==> config.mk <==
export PLATFORM = sky130hd
export DESIGN_NAME = seg7_capture
export DESIGN_NICKNAME = d
export VERILOG_FILES = /design/src/rtl/seg7_pkg.sv /design/src/rtl/seg7_decode.sv /design/src/rtl/seg7_capture.sv
export SDC_FILE = /design/constraint.sdc
export NUM_CORES = 1
export LEC_CHECK = 0
export BUFFER_PORTS_ARGS = -buffer_cell sky130_fd_sc_hd__buf_2
export CAP_MARGIN = 20
export CORE_MARGIN = 2
export CORE_UTILIZATION = 60
export CTS_CLUSTER_DIAMETER = 50
export DETAILED_ROUTE_END_ITERATION = 10
export PLACE_DENSITY = 0.82
export SETUP_SLACK_MARGIN = 0.05
export SYNTH_ARGS = -nofsm -noshare
export SYNTH_HDL_FRONTEND = slang
export SYNTH_SLANG_ARGS = --single-unit
==> constraint.sdc <==
create_clock -name clk -period 7.7 [get_ports clk]
set_input_delay 2.31 -clock clk [delete_from_list [all_inputs] [get_ports clk]]
set_output_delay 2.31 -clock clk [all_outputs]
set_load 0.05 [all_outputs]
==> src/rtl/seg7_pkg.sv <==
// rtl/seg7_pkg.sv - shared glyph constants, FSM states and defaults for seg7 capture
package seg7_pkg;

    localparam int SETTLE_CYCLES_DEFAULT = 4;

    // Active-low segments, bit 6 = g down to bit 0 = a
    localparam logic [6:0] GLYPH_0 = 7'b1000000;
    localparam logic [6:0] GLYPH_1 = 7'b1111001;
    localparam logic [6:0] GLYPH_2 = 7'b0100100;
    localparam logic [6:0] GLYPH_3 = 7'b0110000;
    localparam logic [6:0] GLYPH_4 = 7'b0011001;
    localparam logic [6:0] GLYPH_5 = 7'b0010010;
    localparam logic [6:0] GLYPH_6 = 7'b0000010;
    localparam logic [6:0] GLYPH_7 = 7'b1111000;
    localparam logic [6:0] GLYPH_8 = 7'b0000000;
    localparam logic [6:0] GLYPH_9 = 7'b0010000;
    localparam logic [6:0] GLYPH_A = 7'b0001000;
    localparam logic [6:0] GLYPH_B = 7'b0000011;
    localparam logic [6:0] GLYPH_C = 7'b1000110;
    localparam logic [6:0] GLYPH_D = 7'b0100001;
    localparam logic [6:0] GLYPH_E = 7'b0000110;
    localparam logic [6:0] GLYPH_F = 7'b0001110;

    typedef enum logic [1:0] {
        WAIT_SEL = 2'd0,
        SETTLING = 2'd1,
        HELD     = 2'd2
    } state_t;

endpackage

==> src/rtl/seg7_decode.sv <==
// rtl/seg7_decode.sv - maps an active-low segment pattern back to its hex nibble
module seg7_decode
    import seg7_pkg::*;
(
    input  logic [6:0] seg,
    output logic [3:0] nibble,
    output logic       bad
);

    always_comb begin
        nibble = 4'h0;
        bad    = 1'b0;
        case (seg)
            GLYPH_0: nibble = 4'h0;
            GLYPH_1: nibble = 4'h1;
            GLYPH_2: nibble = 4'h2;
            GLYPH_3: nibble = 4'h3;
            GLYPH_4: nibble = 4'h4;
            GLYPH_5: nibble = 4'h5;
            GLYPH_6: nibble = 4'h6;
            GLYPH_7: nibble = 4'h7;
            GLYPH_8: nibble = 4'h8;
            GLYPH_9: nibble = 4'h9;
            GLYPH_A: nibble = 4'hA;
            GLYPH_B: nibble = 4'hB;
            GLYPH_C: nibble = 4'hC;
            GLYPH_D: nibble = 4'hD;
            GLYPH_E: nibble = 4'hE;
            GLYPH_F: nibble = 4'hF;
            default: bad = 1'b1;
        endcase
    end

endmodule

==> src/rtl/seg7_capture.sv <==
// rtl/seg7_capture.sv - recovers digits and whole frames from a multiplexed 7-segment display bus
module seg7_capture
    import seg7_pkg::*;
#(
    parameter int SETTLE_CYCLES = SETTLE_CYCLES_DEFAULT
) (
    input  logic        clk,
    input  logic        rst,
    input  logic [7:0]  AN,
    input  logic [6:0]  Cnode,
    input  logic [7:0]  digit_en,
    output logic        live_valid,
    output logic [2:0]  live_sel,
    output logic [3:0]  live_digit,
    output logic        live_bad,
    output logic        frame_valid,
    output logic [31:0] frame_digits,
    output logic [7:0]  frame_bad
);

    localparam logic [7:0] SETTLE_LAST = 8'(SETTLE_CYCLES);

    logic [7:0]  an_q;
    logic [6:0]  cn_q;
    logic [7:0]  an_low;
    logic        sample_sel;
    logic [2:0]  sample_idx;
    logic        same;

    state_t      state, state_next;
    logic [7:0]  cnt, cnt_next;
    logic [7:0]  st_an, st_an_next;
    logic [6:0]  st_cn, st_cn_next;
    logic        accept;

    logic [3:0]  dec_nibble;
    logic        dec_bad;

    logic [31:0] work_digits, work_digits_next;
    logic [7:0]  work_bad, work_bad_next;
    logic [7:0]  seen, seen_next;
    logic        complete;

    seg7_decode u_decode (
        .seg    (cn_q),
        .nibble (dec_nibble),
        .bad    (dec_bad)
    );

    // A select is a sample with exactly one anode driven low
    always_comb begin
        an_low     = ~an_q;
        sample_sel = (an_low != 8'd0) && ((an_low & (an_low - 8'd1)) == 8'd0);
        sample_idx = 3'd0;
        for (int i = 0; i < 8; i++) begin
            if (an_low[i]) sample_idx = 3'(i);
        end
        same = (an_q == st_an) && (cn_q == st_cn);
    end

    always_ff @(posedge clk) begin
        if (rst) begin
            state <= WAIT_SEL;
            cnt   <= 8'd0;
            st_an <= 8'd0;
            st_cn <= 7'd0;
        end else begin
            state <= state_next;
            cnt   <= cnt_next;
            st_an <= st_an_next;
            st_cn <= st_cn_next;
        end
    end

    always_comb begin
        state_next = state;
        cnt_next   = cnt;
        st_an_next = st_an;
        st_cn_next = st_cn;
        accept     = 1'b0;
        case (state)
            WAIT_SEL: begin
                if (sample_sel) begin
                    state_next = SETTLING;
                    cnt_next   = 8'd1;
                    st_an_next = an_q;
                    st_cn_next = cn_q;
                end
            end
            SETTLING: begin
                if (!sample_sel) begin
                    state_next = WAIT_SEL;
                end else if (same) begin
                    cnt_next = cnt + 8'd1;
                    if (cnt_next == SETTLE_LAST) begin
                        accept     = 1'b1;
                        state_next = HELD;
                    end
                end else begin
                    cnt_next   = 8'd1;
                    st_an_next = an_q;
                    st_cn_next = cn_q;
                end
            end
            HELD: begin
                if (!sample_sel) begin
                    state_next = WAIT_SEL;
                end else if (!same) begin
                    state_next = SETTLING;
                    cnt_next   = 8'd1;
                    st_an_next = an_q;
                    st_cn_next = cn_q;
                end
            end
            default: state_next = WAIT_SEL;
        endcase
    end

    // A digit landing on the completion edge is folded into the latched frame
    always_comb begin
        work_digits_next = work_digits;
        work_bad_next    = work_bad;
        seen_next        = seen;
        if (accept) begin
            work_digits_next[4*sample_idx +: 4] = dec_nibble;
            work_bad_next[sample_idx]           = dec_bad;
            seen_next[sample_idx]               = 1'b1;
        end
        complete = (digit_en != 8'd0) && ((seen & digit_en) == digit_en);
        if (complete) seen_next = 8'd0;
    end

    always_ff @(posedge clk) begin
        if (rst) begin
            an_q         <= 8'd0;
            cn_q         <= 7'd0;
            work_digits  <= 32'd0;
            work_bad     <= 8'd0;
            seen         <= 8'd0;
            live_valid   <= 1'b0;
            live_sel     <= 3'd0;
            live_digit   <= 4'd0;
            live_bad     <= 1'b0;
            frame_valid  <= 1'b0;
            frame_digits <= 32'd0;
            frame_bad    <= 8'd0;
        end else begin
            an_q        <= AN;
            cn_q        <= Cnode;
            work_digits <= work_digits_next;
            work_bad    <= work_bad_next;
            seen        <= seen_next;
            live_valid  <= accept;
            live_sel    <= accept ? sample_idx : 3'd0;
            live_digit  <= accept ? dec_nibble : 4'd0;
            live_bad    <= accept ? dec_bad : 1'b0;
            frame_valid <= complete;
            if (complete) begin
                frame_digits <= work_digits_next;
                frame_bad    <= work_bad_next;
            end
        end
    end

endmodule

; ---- Yosys cells after proc, flatten, opt, wreduce, memory -nomap -nowiden
; Cells that the tools add are included.
; W data, S select, Z words.
[totals]
ff_bits = 138
latchBits = 0
mem_bits_rw = 0
mem_bits_ro = 0
in_bits = 25
output_inout_bits = 50
wordCells = 116
mem_count = 0
[classes]
add_sub_neg = 3
n_mul = 0
div = 0
order_cmp = 2
n_eq_ne = 30
n_shift = 2
muxes = 40
bitwise_logic = 5
n_reduce_logical = 18
[op_table]
columns = op, n
row1 = $mux W8, 9
row2 = $pmux W4 S15, 1
row3 = $neg A5 Y34, 1
row4 = $shift A4 B34 Y32 const A, 1
row5 = $shiftx A4 B34 Y32, 1
row6 = $bwmux W32, 1
row7 = $mux W32, 1
row8 = $eq A7 B7 Y1 const B, 4
row9 = $pmux W8 S3, 1
row10 = $eq A7 B5 Y1 const B, 3
row11 = $eq A7 B6 Y1 const B, 3
row12 = $mux W7, 3
row13 = $mux W3, 6
row14 = $and A8 B8 Y8, 2
row15 = $eq A8 B8 Y1, 2
row16 = $pmux W8 S2, 1
row17 = $reduce_bool A8 Y1, 2
row18 = $reduce_or A16 Y1, 1
row19 = $eq A7 B2 Y1 const B, 2
row20 = $eq A7 B4 Y1 const B, 2
row21 = $pmux W7 S2, 1
row22 = $mux W2, 6
row23 = $ne A2 B2 Y1 const B, 5
row24 = $ne A3 B3 Y1 const B, 3
row25 = other kinds (26), 38

; ---- Depth between registers and ports, before layout
; Gate-level depths: netlist of the first run.
[depth]
depth_word = 14
ltp_mapped = 10
depth_no_buf = 9

; ---- By module
; Synthesis of the first run repeated with hierarchy kept, for this count alone.
[hier_totals]
hier_cells = 754
area_unflattened_um2 = 6701.4
[modules_own_cells]
columns = module, n_inst, cells_each, area_each_um2, seq_area_each_um2
row1 = seg7_capture, 1, 699, 6339.8, 2762.6
row2 = seg7_decode, 1, 55, 361.6, 0.0

; ---- Least setup slack after synthesis of the first run
; OpenSTA, ideal clock, no wires.
[synth_path]
path_type = input to register
start = input digit_en[6]
end = register frame_digits[24]
setup_ps = 122
arrival_ps = 3958
required_time_ps = 7578
path_slack_ps = 3620
path_stages = 6
n_path_buf = 1
cell_sequence = nor2b_1 a2111o_1 nor3_2 nor2_1 clkbuf_1 a221o_1
[synth_between]
elab_chain_cells = 3
elab_cells_between_ends = 4
classes_between = eq/ne: 1 / bitwise: 1 / reduce/logical: 2
[synth_lines]
columns = item, line_no
row1 = start: declaration, seg7_capture.sv:11  ; input logic [7:0] digit_en,
row2 = $and A8 B8 Y8, seg7_capture.sv:129  ; complete = (digit_en != 8'd0) && ((seen & digit_en) == digit_en);
row3 = $eq A8 B8 Y1, seg7_capture.sv:129
row4 = $logic_and A1 B1 Y1 (*), seg7_capture.sv:129
row5 = end signal: assignment, seg7_capture.sv:159  ; frame_digits <= work_digits_next;
row6 = end: declaration, seg7_capture.sv:17  ; output logic [31:0] frame_digits,
; Every way passes the cells marked *; elsewhere a longest branch is shown, timed or not.
; A chain may end at the register's enable or synchronous reset.

==> summary.txt, run 1 <==
Status
  • Status: finished, final reports clean

CTS
  • # hold bufs at CTS: 0
  • CTS max path bufs: 2
  • Clock sinks: 138
  • CTS root buf: clkbuf_8
  • Setup bufs post-CTS: 0
  • Number of buffers created by CTS: 17
  • Clock transition at path regs: 60 ps
  • # H-tree levels: 4
  • Post-CTS Resized: 0
  • CTS tree: done
  • Clk_lat worst skew: 530 ps

Critical path
  • Critical path launch point type: input pin
  • CP top delay family: buffers and inverters
  • Crit. Startpoint: rst
  • Crit path max fanout: 81
  • Setup CP Type: in2reg
  • Worst reg2reg path startpoint: an_q[5]$_SDFF_PP0_
  • Worst path slowest cell: buf_4
  • Critical Path End Type: flip-flop
  • CP peak stage delay: 620 ps
  • Required time of the critical path: 8120 ps
  • Cell breakdown of the critical path: buf_2, buf_4, inv_1, nand2_2, inv_1, nand3_1, nor2_1, a221o_1
  • WP data arrival: 4770 ps
  • Worst path bufs/invs: 4
  • CP dominant cell by count: inv_1

Synthesis
  • Compound-cell area share of the yosys netlist: 13.3%
  • Number of flops mapped to enable cells by yosys: 0
  • XOR/XNOR Fraction of Synth Area: 2.38%
  • Ys Warns: 0
  • Mux cell area share after synthesis: 8.76%
  • Syn Nets: 694
  • Ys async rst share: 0%
  • Sequential element share of the synthesized area: 44.2%
  • Synth Flop Type: dfxtp_1
  • Mean Syn Cell Area: 9.46 um2
  • Most area-hungry cell type in the Yosys netlist: dfxtp_1
  • Number of library cell types mapped by synthesis: 81
  • Synth Area in Adders: 1.96%
  • Ranking of synthesized cells by area: dfxtp_1, mux2i_1, nor2_1
  • Post-synth top cells: dfxtp_1, nor2_1, mux2i_1
  • Yosys top cell area share: 44.2%
  • Seq cells post-synth: 138
  • Top-count cell post-synth: dfxtp_1
  • Largest family of logic cells by synthesized area: simple AND/OR/NAND/NOR gates
  • Synthesized area: 6240 um2
  • Gate Count Post-Synth: 660
  • Post-synthesis simple-gate area fraction: 25.4%

Pwr
  • Leak: 2.94 nW
  • Internal Power: 1.16 mW
  • Reg power frac: 47.5%
  • Peak VDD IR: 0.000123 V
  • Comb pwr share: 4.6%
  • Power per cell area: 214 nW/um2
  • Clock share of power: 47.9%
  • Switching Share: 24.8%
  • Switching Power: 382 uW

Final layout
  • Share of layout cells above drive strength 1: 20.2%
  • Antenna cells: 0
  • Final Util: 70.2%
  • Synth-to-layout area growth: 15.0%
  • Layout Nets: 758

Die
  • Die W: 106 um
  • # rows: 37
  • DIE AREA: 11200 um2
  • IO Pins: 75
  • Core area: 10200 um2
  • Die height: 106 um
  • Initial Utilization: 61.0%

Job
  • Max cap viols: 0

Global route
  • Number of global-route vias before repair: 4894
  • Gr ovfl total: 0
  • First-pass GRT wire length: 24.0 mm
  • Largest net degree at the start of global routing: 82
  • GR Util All Layers: 26.8%
  • Initial antenna violation count: 0

STA
  • Period utilization: 56.5%
  • Final Skew: 10.5 ps
  • Worst Max-Slew Pin Slew: 978 ps
  • Maximum clock frequency: 0.230 GHz
  • Final setup viols: 0
  • Setup TNS: 0 ps
  • Count of final max-slew check failures: 0
  • Final hold violations: 0
  • Fin Hold WS: 445 ps
  • Worst slew margin: 34.6%
  • Worst setup margin: 3350 ps
  • Minimum clock period: 4350 ps
  • RSZ-0062 raised after global routing: false

Routing
  • Routed via count: 5123
  • Avg Vias per Cell: 5.87
  • Wire per inst: 16.9 um
  • Initial drt markers: 336
  • Total Wirelength: 14.7 mm
  • DRC viols: 0
  • First-pass iteration count of the detailed router: 5
  • Final ANT Viol Nets: 0

Placed design
  • GPL Wtd Cong: 0.873
  • Place WS: 2780 ps
  • Post-DP HPWL: 10.0 mm
  • PortBufs: 74

Worst hold path
  • Hold_sp: frame_digits[22]$_SDFFE_PP0P_
  • HP Class: reg2reg
-- area by class of cell --
cell class / instances / area (um2)
clock inverter: 13 / 109
multi-input combinational: 473 / 3240
clock buffer: 19 / 432
sequential: 138 / 2760
tap: 136 / 170
timing repair buffer: 80 / 415
inverter: 14 / 55.1
fill: 762 / 3050
-- per-stage QoR --
| stage | std cells | instance area, um2 | total power [mW] |
|---|---|---|---|
| floorplan | 660 | 6240 | 0.796 |
| global placement | 839 | 6630 | 0.812 |
| detailed placement | 839 | 6630 | 0.816 |
| CTS | 871 | 7170 | 1.54 |
| global route | 873 | 7180 | 1.59 |
| finish | 873 | 7180 | 1.54 |
-- layout by cell type, fill, tap and decap left out, types with 3 or more instances in the layout --
cell type / count
a211oi_1: 7
a21boi_0: 3
a21o_1: 5
a21oi_1: 22
a221o_1: 16
and2_1: 6
and3_1: 10
and3b_1: 3
and4b_1: 3
buf_2: 74
buf_4: 4
clkbuf_16: 16
clkinvlp_4: 3
dfxtp_1: 138
ha_1: 9
inv_1: 13
inv_6: 6
mux2i_1: 51
nand2_1: 44
nand2b_1: 8
nand3_1: 14
nand4_1: 8
nor2_1: 87
nor2b_1: 25
nor3_1: 13
nor3b_1: 16
nor4_1: 4
nor4_2: 4
o21a_1: 8
o21ai_0: 17
o21ai_1: 10
o22ai_1: 4
or2_2: 3
or4_1: 3
xnor2_1: 8
xor2_1: 9
-- cell families after synthesis --
logic type | Yosys count
and+or+nand+nor | 281
DFF | 138
AOI/OAI and AO/OA | 111
muxes | 54
buffers and inverters | 49
xor gates and xnor gates | 17
adders and majority gates | 10
-- path summary, 6_finish.rpt --
check / depth (start not counted) / end / slack [ps]
setup / recovery: 8 / frame_digits[21]$_SDFFE_PP0P_ / 3350
hold / removal: 2 / frame_digits[22]$_SDFFE_PP0P_ / 450
setup reg to reg: 8 / frame_digits[22]$_SDFFE_PP0P_ / 4330
hold reg to reg: 2 / frame_digits[22]$_SDFFE_PP0P_ / 450
-- worst reg2reg max path, stage by stage (launching register included) --
cell and delay [ps]:
dfxtp_1 600, nand2_8 90, o31ai_4 470, ha_1 270
ha_1 340, or3_1 450, nor4_4 550, mux2i_1 380
o21ai_1 90
-- flip-flops by register name, indices dropped and copies added, names as in the netlist, 7 cells and up --
| register | cells |
|---|---|
| frame_bad | 8 |
| seen | 8 |
| cnt | 8 |
| frame_digits | 32 |
| work_digits | 32 |
| st_cn | 7 |
| an_q | 8 |
| work_bad | 8 |
| cn_q | 7 |
| st_an | 8 |
-- power groups by stage --
stage | registers [mW] | logic (mW) | clock network [mW]
6_report | 0.731 | 0.0710 | 0.737
5_1_grt | 0.732 | 0.0779 | 0.777
3_5_place_dp | 0.746 | 0.0693 | 0
4_1_cts | 0.731 | 0.0706 | 0.743
2_1_floorplan | 0.738 | 0.0582 | 0
3_3_place_gp | 0.746 | 0.0665 | 0
-- metal layers --
| metal | GRT usage (%) | wire, um | vias up |
|---|---|---|---|
| li1 | - | - | 2466 |
| met1 | 33.8 | 6440 | 2461 |
| met2 | 45.4 | 7320 | 172 |
| met3 | 5.15 | 748 | 24 |
| met4 | 10.5 | 216 | 0 |
| met5 | 0 | 0 | - |
Note: power is estimated with default switching activity, not from simulation.
==> inputs of run 2 (changes only) <==
Settings changed: CORE_UTILIZATION 60 to 52, PLACE_DENSITY 0.82 to 0.75.
Clock period 7.7 ns to 3.6 ns, I/O delays scaled along.
==> summary.txt, run 2 (same netlist as run 1, synthesis figures left out) <==
Final layout
  • Final Util: 61.6%
  • Fin cells: 888
  • Share of layout cells above drive strength 1: 20.8%
  • Most common cell after layout, fill and taps aside: dfxtp_1
  • Layout fillers: 981
  • Synth-to-layout area growth: 17.1%
  • Most frequent cells in the layout: dfxtp_1, nor2_1, buf_2
  • Layout Nets: 762
  • Antenna cells: 0
  • Multi-input gate area: 3240 um2
  • Regs by FF count: frame_digits (32), work_digits (32)
  • Reg area: 2760 um2

Critical path
  • Required time of the critical path: 3870 ps
  • CP top delay family: simple AND/OR/NAND/NOR gates
  • Cell breakdown of the critical path: nand2_8, o31ai_4, ha_1, ha_1, or3_1, nor4_4, mux2i_1, nor2_1
  • CP dominant cell by count: ha_1
  • WP data arrival: 3510 ps
  • Setup CP Type: reg2reg
  • CP peak stage delay: 610 ps
  • Worst path slowest cell: dfxtp_1
  • Worst path bufs/invs: 0
  • Critical path launch point type: flip-flop
  • Worst reg2reg path startpoint: an_q[5]$_SDFF_PP0_
  • Crit path max fanout: 10
  • Reg2reg end: work_digits[22]$_SDFF_PP0_
  • R2R depth: 8
  • Reg2reg setup slack: 350 ps
  • Critical Path End Type: flip-flop

CTS
  • Clock sinks: 138
  • CTS root buf: clkbuf_16
  • Clock transition at path regs: 70 ps
  • CTS max path bufs: 2
  • # H-tree levels: 4
  • Post-CTS Resized: 0
  • Clk_lat worst skew: 410 ps
  • Number of buffers created by CTS: 17
  • # hold bufs at CTS: 0
  • CTS tree: done
  • Setup bufs post-CTS: 0

Routing
  • Avg Vias per Cell: 5.76
  • First-pass iteration count of the detailed router: 5
  • Total Wirelength: 14.6 mm
  • DRC viols: 0
  • Initial drt markers: 318
  • Final ANT Viol Nets: 0
  • Routed via count: 5114
  • Wire per inst: 16.5 um

Die
  • Die W: 114 um
  • Core area: 11900 um2
  • Die height: 114 um
  • Initial Utilization: 52.6%
  • # rows: 40
  • IO Pins: 75
  • DIE AREA: 12900 um2

Placed design
  • Placed insts: 856
  • Post-DP HPWL: 10.1 mm
  • GPL Wtd Cong: 0.858
  • PortBufs: 74

Worst hold path
  • Hold_sp: frame_digits[26]$_SDFFE_PP0P_
  • WHS Endpoint: frame_digits[26]$_SDFFE_PP0P_
  • Worst hold path depth: 2
  • HP Class: reg2reg

Global route
  • First-pass GRT wire length: 24.2 mm
  • Gr ovfl total: 0
  • Largest net degree at the start of global routing: 80
  • GR Util All Layers: 23.3%
  • Number of global-route vias before repair: 5104
  • Initial antenna violation count: 0

STA
  • Maximum clock frequency: 0.308 GHz
  • Final hold violations: 0
  • Setup TNS: 0 ps
  • Final Skew: 13.7 ps
  • Worst slew margin: 33.3%
  • Period utilization: 90.2%
  • Worst Max-Slew Pin Slew: 998 ps
  • Count of final max-slew check failures: 0
  • Minimum clock period: 3250 ps
  • Final setup viols: 0
  • RSZ-0062 raised after global routing: false

Pwr
  • Comb pwr share: 4.3%
  • Switching Power: 808 uW
  • Internal Power: 2.72 mW
  • Clock share of power: 51.4%
  • Reg power frac: 44.3%
  • Peak VDD IR: 0.000293 V
  • Switching Share: 22.9%
  • Power per cell area: 483 nW/um2
  • Leak: 3.00 nW

Status
  • Status: finished, final reports clean

Job
  • Max cap viols: 0
[run 2: cell types whose count changed in the layout (fill, tap and decap cells not counted), sizes merged]
cell	before	now
buf	78	84
clkbuf	21	18
bufinv	0	3
clkinvlp	3	2
inv	21	20
[run 2: layout make-up]
| cell class | count | share of cell area, % |
|---|---|---|
| multi-input combinational | 473 | 44.3 |
| sequential | 138 | 37.8 |
| timing repair buffer | 84 | 6.09 |
| clock buffer | 18 | 6.01 |
| clock inverter | 14 | 2.53 |
| tap | 147 | 2.52 |
| inverter | 14 | 0.753 |
[run 2: through the flow]
step	worst slack, ps	cell area, um2	power (mW)	hold WS [ps]
6_report	353	7310	3.53	453
5_1_grt	150	7310	3.65	465
4_1_cts	356	7310	3.55	455
3_5_place_dp	388	6690	1.75	440
3_3_place_gp	580	6690	1.74	438
2_1_floorplan	750	6240	1.70	441
[run 2: layer usage]
layer | wire length (um) | vias up | track usage [%]
met4 | 383 | 0 | 11.1
met3 | 712 | 34 | 5.42
met5 | 0 | - | 0
met2 | 7000 | 163 | 38.5
li1 | - | 2478 | -
met1 | 6540 | 2439 | 29.0
[run 2: worst max path at each step]
stage,from,end,slack (ps),cells past startpoint
final,an_q[5]$_SDFF_PP0_,work_digits[22]$_SDFF_PP0_,350,8
after detailed placement,an_q[5]$_SDFF_PP0_,frame_digits[21]$_SDFFE_PP0P_,390,8
after CTS,an_q[5]$_SDFF_PP0_,work_digits[22]$_SDFF_PP0_,360,8
after global placement,an_q[5]$_SDFF_PP0_,frame_digits[23]$_SDFFE_PP0P_,580,8
after floorplan,digit_en[6],frame_digits[24]$_SDFFE_PP0P_,750,6
after global routing,an_q[5]$_SDFF_PP0_,frame_digits[22]$_SDFFE_PP0P_,150,8
[run 2: tightest hold or removal path, stage by stage (launching register included)]
cell	delay, ps
dfxtp_1	310
nand2_1	50
o21ai_1	50
[run 2: power groups by stage]
stage	registers [mW]	logic [mW]	clock network, mW
after floorplan	1.58	0.124	0
after detailed placement	1.60	0.150	0
after global placement	1.60	0.147	0
after CTS	1.56	0.152	1.84
after global routing	1.57	0.168	1.91
final	1.56	0.152	1.81
==> inputs of run 3 (changes only) <==
Settings changed: CELL_PAD_IN_SITES_DETAIL_PLACEMENT set to 0, CELL_PAD_IN_SITES_GLOBAL_PLACEMENT set to 1, CORE_UTILIZATION 52 to 40, PLACE_DENSITY 0.75 to not set, PLACE_DENSITY_LB_ADDON set to 0.1.
==> summary.txt, run 3 (same netlist as run 1, synthesis figures left out) <==
Status
  • Status: finished, final reports clean

Final layout
  • Share of layout cells above drive strength 1: 21.5%
  • Layout fillers: 1486
  • Antenna cells: 0
  • Layout Nets: 770
  • Synth-to-layout area growth: 18.5%
  • Regs by FF count: frame_digits (32), work_digits (32)
  • Multi-input gate area: 3240 um2
  • Most frequent cells in the layout: dfxtp_1, nor2_1, buf_2
  • Most common cell after layout, fill and taps aside: dfxtp_1
  • Reg area: 2760 um2

Routing
  • DRC viols: 0
  • Total Wirelength: 15.1 mm
  • First-pass iteration count of the detailed router: 4
  • Initial drt markers: 202
  • Final ANT Viol Nets: 0
  • Avg Vias per Cell: 5.29
  • Wire per inst: 16.1 um
  • Routed via count: 4952

Pwr
  • Leak: 3.02 nW
  • Comb pwr share: 4.8%
  • Switching Power: 810 uW
  • Clock share of power: 50.1%
  • Peak VDD IR: 0.000311 V
  • Power per cell area: 466 nW/um2
  • Internal Power: 2.64 mW
  • Reg power frac: 45.2%
  • Switching Share: 23.5%

CTS
  • Clock transition at path regs: 60 ps
  • Setup bufs post-CTS: 0
  • Clk_lat worst skew: 420 ps
  • CTS max path bufs: 2
  • Post-CTS Resized: 0
  • # H-tree levels: 4
  • CTS root buf: clkbuf_16
  • Clock sinks: 138
  • Number of buffers created by CTS: 17
  • CTS tree: done
  • # hold bufs at CTS: 0

Critical path
  • Required time of the critical path: 3900 ps
  • Crit path max fanout: 10
  • Setup CP Type: reg2reg
  • R2R depth: 8
  • WP data arrival: 3340 ps
  • Critical Path End Type: flip-flop
  • Critical path launch point type: flip-flop

Die
  • Initial Utilization: 41.1%
  • Die height: 129 um
  • DIE AREA: 16600 um2
  • IO Pins: 75
  • Core area: 15200 um2
  • Die W: 129 um
  • # rows: 45

Global route
  • Met1 Resource Use GR: 25.7%
  • GR peak layer: met2
  • Number of global-route vias before repair: 4750
  • Initial antenna violation count: 0
  • First-pass GRT wire length: 24.6 mm
  • Largest net degree at the start of global routing: 80
  • Met3 Usage GRT: 3.99%
  • M2 GR Usage: 30.2%
  • GR Util All Layers: 19.0%
  • Gr ovfl total: 0

STA
  • Fin Hold WS: 446 ps
  • Final hold violations: 0
  • Worst Max-Slew Pin Slew: 1030 ps
  • Final Skew: 8.91 ps
  • Worst slew margin: 31.0%
  • Maximum clock frequency: 0.328 GHz
  • RSZ-0062 raised after global routing: false
  • Final setup viols: 0
  • Setup TNS: 0 ps
  • Count of final max-slew check failures: 0
  • Period utilization: 84.6%
  • Minimum clock period: 3050 ps

Worst hold path
  • Worst hold path depth: 2
  • HP Class: reg2reg

Placed design
  • GPL Wtd Cong: 0.845
  • Post-DP HPWL: 10.7 mm
  • PortBufs: 74

Job
  • Max cap viols: 0
-- run 3: cell count changes in the layout (fill, tap and decap cells not counted), sizes merged --
cell    delta
clkinv     +3
bufinv     -1
buf        +8
inv        -3
-- run 3: metal layers --
metal  wire length (um)  part of all wire [%]  vias to the layer above
met5                  0                     0                        -
met4                211                   1.4                        0
met3                632                   4.2                       17
met2               6760                    45                      102
met1               7500                    50                     2337
li1                   -                     -                     2496
-- run 3: critical path: stages (launching register included) --
cell and delay (ps):
dfxtp_1 570, nand2_1 130, a31oi_2 280, ha_1 240, ha_1 320, or3_1 450, nor4_4 510, mux2i_1 340
o21ai_1 90
-- run 3: cell type report --
cell class	count	share of cell area [%]
repair buffers	92	7.00
flip-flops and latches	138	37.3
well taps	188	3.18
inverters	14	0.744
multi-input cells	473	43.8
clock buffers	18	5.94
clock inverters	13	1.96
-- run 3: power groups by stage --
| stage | Clock [mW] | Combinational [mW] | Sequential, mW |
|---|---|---|---|
| final | 1.73 | 0.164 | 1.56 |
| after global routing | 1.83 | 0.182 | 1.56 |
| after CTS | 1.77 | 0.167 | 1.56 |
| after detailed placement | 0 | 0.166 | 1.59 |
| after global placement | 0 | 0.164 | 1.59 |
| after floorplan | 0 | 0.124 | 1.58 |
-- run 3: final timing paths --
path / start / end / slack [ps]
setup / recovery: an_q[7]$_SDFF_PP0_ / frame_digits[22]$_SDFFE_PP0P_ / 550
hold / removal: frame_bad[2]$_SDFFE_PP0P_ / frame_bad[2]$_SDFFE_PP0P_ / 450
setup reg to reg: an_q[7]$_SDFF_PP0_ / frame_digits[22]$_SDFFE_PP0P_ / 550
hold reg to reg: frame_bad[2]$_SDFFE_PP0P_ / frame_bad[2]$_SDFFE_PP0P_ / 450
-- run 3: per-stage QoR --
stage | total power, mW | area [um2] | utilization, % | instances | worst slack [ps]
final | 3.45 | 7400 | 48.7 | 936 | 554
after global placement | 1.76 | 6820 | 44.8 | 905 | 640
after detailed placement | 1.76 | 6820 | 44.8 | 905 | 567
after CTS | 3.49 | 7400 | 48.7 | 936 | 550
after floorplan | 1.70 | 6240 | - | 660 | 750
after global routing | 3.57 | 7400 | 48.7 | 936 | 295
